==> src/rtl/shift_engine.sv <==
// shift_engine: N-bit parallel-load register that performs a multi-cycle shift or
// rotate of a requested number of single-position steps, with start/busy/done handshake.
module shift_engine #(
    parameter int unsigned N  = 8,
    parameter int unsigned AW = $clog2(N + 1)
) (
    input  logic          Clock,
    input  logic          Reset,
    input  logic [N-1:0]  R,
    input  logic          L,
    input  logic          start,
    input  logic [2:0]    mode,
    input  logic [AW-1:0] amt,
    input  logic          w,
    output logic [N-1:0]  Q,
    output logic          sout,
    output logic          busy,
    output logic          done
);

    typedef enum logic [0:0] {StIdle, StShift} state_e;

    state_e        state_q, state_d;
    logic [N-1:0]  q_q, q_d;
    logic          sout_q, sout_d;
    logic          busy_q, busy_d;
    logic          done_q, done_d;
    logic [AW-1:0] cnt_q, cnt_d;
    logic [2:0]    mode_q, mode_d;

    logic [N-1:0]  step_q;
    logic          step_sout;

    // Single-position step result for the latched mode; reserved modes hold Q and sout.
    always_comb begin
        step_q    = q_q;
        step_sout = sout_q;
        case (mode_q)
            3'b000: begin
                step_q    = {q_q[N-2:0], w};
                step_sout = q_q[N-1];
            end
            3'b001: begin
                step_q    = {w, q_q[N-1:1]};
                step_sout = q_q[0];
            end
            3'b010: begin
                step_q    = {q_q[N-2:0], q_q[N-1]};
                step_sout = q_q[N-1];
            end
            3'b011: begin
                step_q    = {q_q[0], q_q[N-1:1]};
                step_sout = q_q[0];
            end
            3'b100: begin
                step_q    = {q_q[N-1], q_q[N-1:1]};
                step_sout = q_q[0];
            end
            default: begin
                step_q    = q_q;
                step_sout = sout_q;
            end
        endcase
    end

    // Next-state and datapath control; done is a one-cycle registered pulse.
    always_comb begin
        state_d = state_q;
        q_d     = q_q;
        sout_d  = sout_q;
        busy_d  = busy_q;
        done_d  = 1'b0;
        cnt_d   = cnt_q;
        mode_d  = mode_q;
        unique case (state_q)
            StIdle: begin
                if (L) begin
                    q_d = R;
                end else if (start) begin
                    if (amt == '0) begin
                        done_d = 1'b1;
                    end else begin
                        mode_d  = mode;
                        cnt_d   = amt;
                        busy_d  = 1'b1;
                        state_d = StShift;
                    end
                end
            end
            StShift: begin
                q_d    = step_q;
                sout_d = step_sout;
                cnt_d  = cnt_q - AW'(1);
                if (cnt_q == AW'(1)) begin
                    busy_d  = 1'b0;
                    done_d  = 1'b1;
                    state_d = StIdle;
                end
            end
            default: state_d = StIdle;
        endcase
    end

    // State registers with synchronous reset that overrides any operation in flight.
    always_ff @(posedge Clock) begin
        if (Reset) begin
            state_q <= StIdle;
            q_q     <= '0;
            sout_q  <= 1'b0;
            busy_q  <= 1'b0;
            done_q  <= 1'b0;
            cnt_q   <= '0;
            mode_q  <= 3'b000;
        end else begin
            state_q <= state_d;
            q_q     <= q_d;
            sout_q  <= sout_d;
            busy_q  <= busy_d;
            done_q  <= done_d;
            cnt_q   <= cnt_d;
            mode_q  <= mode_d;
        end
    end

    assign Q    = q_q;
    assign sout = sout_q;
    assign busy = busy_q;
    assign done = done_q;

endmodule
==> config.mk <==
export PLATFORM = sky130hd
export DESIGN_NAME = shift_engine
export DESIGN_NICKNAME = d
export VERILOG_FILES = /design/src/rtl/shift_engine.sv
export SDC_FILE = /design/constraint.sdc
export NUM_CORES = 1
export LEC_CHECK = 0
export BUFFER_PORTS_ARGS = -buffer_cell sky130_fd_sc_hd__buf_2
export CAP_MARGIN = 20
export CORE_ASPECT_RATIO = 1.4
export CORE_UTILIZATION = 35
export CTS_CLUSTER_DIAMETER = 200
export DETAILED_ROUTE_END_ITERATION = 16
export PLACE_DENSITY = 0.61
export SETUP_SLACK_MARGIN = 0.02
export SYNTH_ARGS = -nofsm -noshare
export SYNTH_HDL_FRONTEND = slang
export SYNTH_SLANG_ARGS = --single-unit
==> constraint.sdc <==
create_clock -name Clock -period 1.8 [get_ports Clock]
set_input_delay 0.45 -clock Clock [delete_from_list [all_inputs] [get_ports Clock]]
set_output_delay 0.45 -clock Clock [all_outputs]
set_load 0.1 [all_outputs]
==> results.cfg <==
[clock_tree]
path_clk_slew_ps = 70
cts.sinks = 19
cts_tree = yes
cts_hold_buf = 0
post-cts-setup-buffers = 0
worstSkewPairLatency_ps = 250
clk_path_buf_depth = 2
cts_htree_levels = 1
clockRootBuffer = clkbuf_8
post_cts_resized = 0
cts_made_buffers = 3

[final_layout]
instances_no_fill = 205
layout.nets = 191
syn_to_final_growth_pct = 22.77
diodes = 0
drive_gt1_frac = 0.2976
final_area_um2 = 1363
fill_cells = 301

[power_and_ir_drop]
vdd_ir_drop_max_v = 0.0003826
power_density_nw_per_um2 = 868.4
power_mw = 1.183
power_leakage_nw = 0.5674

[sta]
fmax_mhz = 628.7
post-route-period-util = 0.8836
tns_ps = 0
slew_viol_final = 0
slew-limit-headroom = 0.6735
clock_skew_ps = 2.222
min_period_ps = 1591
tightest_slew_ps = 493.1
grt_setup_unrepaired = false
hold_violations = 0
hold_slack_ps = 451.1
setup_viol = 0

[placement]
io_buffers = 30
gp_congestion = 0.8479
place_area_um2 = 1318
dp_cells = 201
hpwl_um = 2160

[floorplanning]
die_y_um = 68.63
core_um2 = 2935
die_x_um = 49.59
io_pins = 31
dieArea_um2 = 3403
initial_core_util = 0.3781
rows = 23

[flow_run]
maxCapViolations = 0

[worst_setup_path]
crit_fanout = 5
crit_arrival_ps = 1140
reg2reg_from = mode_q[0]
r2r_end = Q[7]
worstPathCellList = buf_2
worst_path_max_delay_cell = buf_2
critPathRequiredTime_ps = 1350
end_kind = output pin
crit_type = flip-flop to output pin
rr_worst_depth = 4
reg2reg_slack_ps = 260
startpoint_type = flip-flop
critPathBufInv = 1
crit_family = buffers and inverters
cpPeakStageDelay_ps = 460

[detailed_routing]
vias_per_cell = 5.551
routed-wl-met3_um = 122
drc = 0
antenna_left = 0
drt-met1-wl_um = 1166
top_layer_used = met4
first_iter_violations = 22
wl_um = 2832
routedWlPerCell_um = 13.81
vias = 1138
firstDrtPassIters = 4
wl_met2_um = 1483

[yosys]
synth_cells = 136
yosysWarnings = 0
ys_types = 36
synth_seq_cells = 19
yosysTopAreaCell = dfxtp_1
synth_nets = 158
yosysSeqAreaShare = 0.3427
syn_area_per_cell_um2 = 8.160
syn_area_um2 = 1110
synth_top_area_frac = 0.3427
synth_area_leaders = dfxtp_1 (34%), a21oi_1 (7.2%), a211oi_1 (5.4%)

[min_path]
worstHoldStart = mode[1]
hold_depth = 3
hp-class = input port to flip-flop
hold_end = mode_q[1]

[global_routing]
grt_max_degree = 21
grt_pass1_wl_um = 4740
overflow = 0
track_usage = 0.1849
grt_pass1_vias = 1106
antenna_found_initial = 0

[outcome]
status = complete, no violations
[state kept, by name, indices dropped and copies added (netlist names)]
register	cells
cnt_q	4
sout	1
Q	8
busy	1
mode_q	3
done	1
state_q	1
[layer usage]
metal | track usage | vias up
met5 | 0 | -
met4 | 0.1036 | 0
met3 | 0.03070 | 7
met2 | 0.3412 | 35
met1 | 0.2003 | 525
li1 | - | 571
[per-stage QoR]
| step | worst slack (ps) | util |
|---|---|---|
| after floorplan | 78.39 | - |
| after CTS | 198.4 | 0.4642 |
| after global routing | 136.9 | 0.4642 |
| final | 209.4 | 0.4642 |
| after global placement | 97.21 | 0.4488 |
| after detailed placement | 57.43 | 0.4488 |
[kinds of logic after synthesis]
kind of cell | count (synthesis) | synth area share
flops | 19 | 0.3427
buf+inv | 14 | 0.05412
simple gates | 48 | 0.2356
fa+ha+maj | 2 | 0.02254
mux | 7 | 0.07102
compound gates | 46 | 0.2740
[synth_stat cells]
cell type	instances
clkbuf_1	3
or3b_1	2
nand2_2	1
a21oi_2	1
nor3b_2	2
nor2b_1	3
nand3b_1	1
o2111ai_1	1
inv_1	5
nand2b_1	1
nor3_1	3
and2b_2	1
or4_1	1
o32ai_1	1
nor2_2	1
a31oi_1	4
o21ai_1	3
or3_1	4
ha_1	2
nor4_1	1
nor2_1	12
dfxtp_1	19
a211o_1	3
a221oi_1	2
nand2_1	10
mux2_2	2
a211oi_1	8
mux2i_1	2
a21oi_1	16
o211ai_1	6
mux2i_2	1
a311oi_1	1
nand3_1	4
mux2_1	2
or3b_2	1
buf_2	6
[cell usage in the layout (no fill, tap or decap), drive strengths merged]
cell     count
nor2        13
nand2b       1
buf         37
nand3        4
o2111ai      1
a221oi       2
ha           2
mux2i        3
or3          4
dfxtp       19
or4          1
o211ai       6
o21ai        3
nor3b        2
nor3         3
nand3b       1
nor4         1
inv          5
a211oi       8
nand2       11
a21oi       17
and2b        1
or3b         3
a31oi        4
clkbuf       4
mux2         4
nor2b        3
o32ai        1
a211o        3
a311oi       1
[report_power, final]
group	total, mW	switching (mW)	internal (mW)	leakage [nW]
Combinational	0.389	0.272	0.116	0.388
Sequential	0.496	0.0402	0.456	0.157
Clock	0.298	0.141	0.157	0.0228
Total	1.18	0.454	0.730	0.567
[final cells by class]
class,instances,area [um^2],share of cell area
sequential,19,380.4,0.2792
tap,37,46.29,0.03398
clock buffer,4,45.04,0.03306
timing repair buffer,37,202.7,0.1488
multi-input combinational,103,669.4,0.4913
inverter,5,18.77,0.01377
[worst max path at each step]
stage | start | endpoint | slack (ps) | cells past startpoint
after CTS | Q[4] | Q[4] | 200 | 1
after floorplan | Q[4] | Q[5] | 80 | 4
after global routing | mode_q[0] | Q[7] | 140 | 4
final | Q[4] | Q[4] | 210 | 1
after global placement | amt[2] | cnt_q[3] | 100 | 5
after detailed placement | amt[2] | cnt_q[3] | 60 | 5
Power figures use the tool's default switching activity.
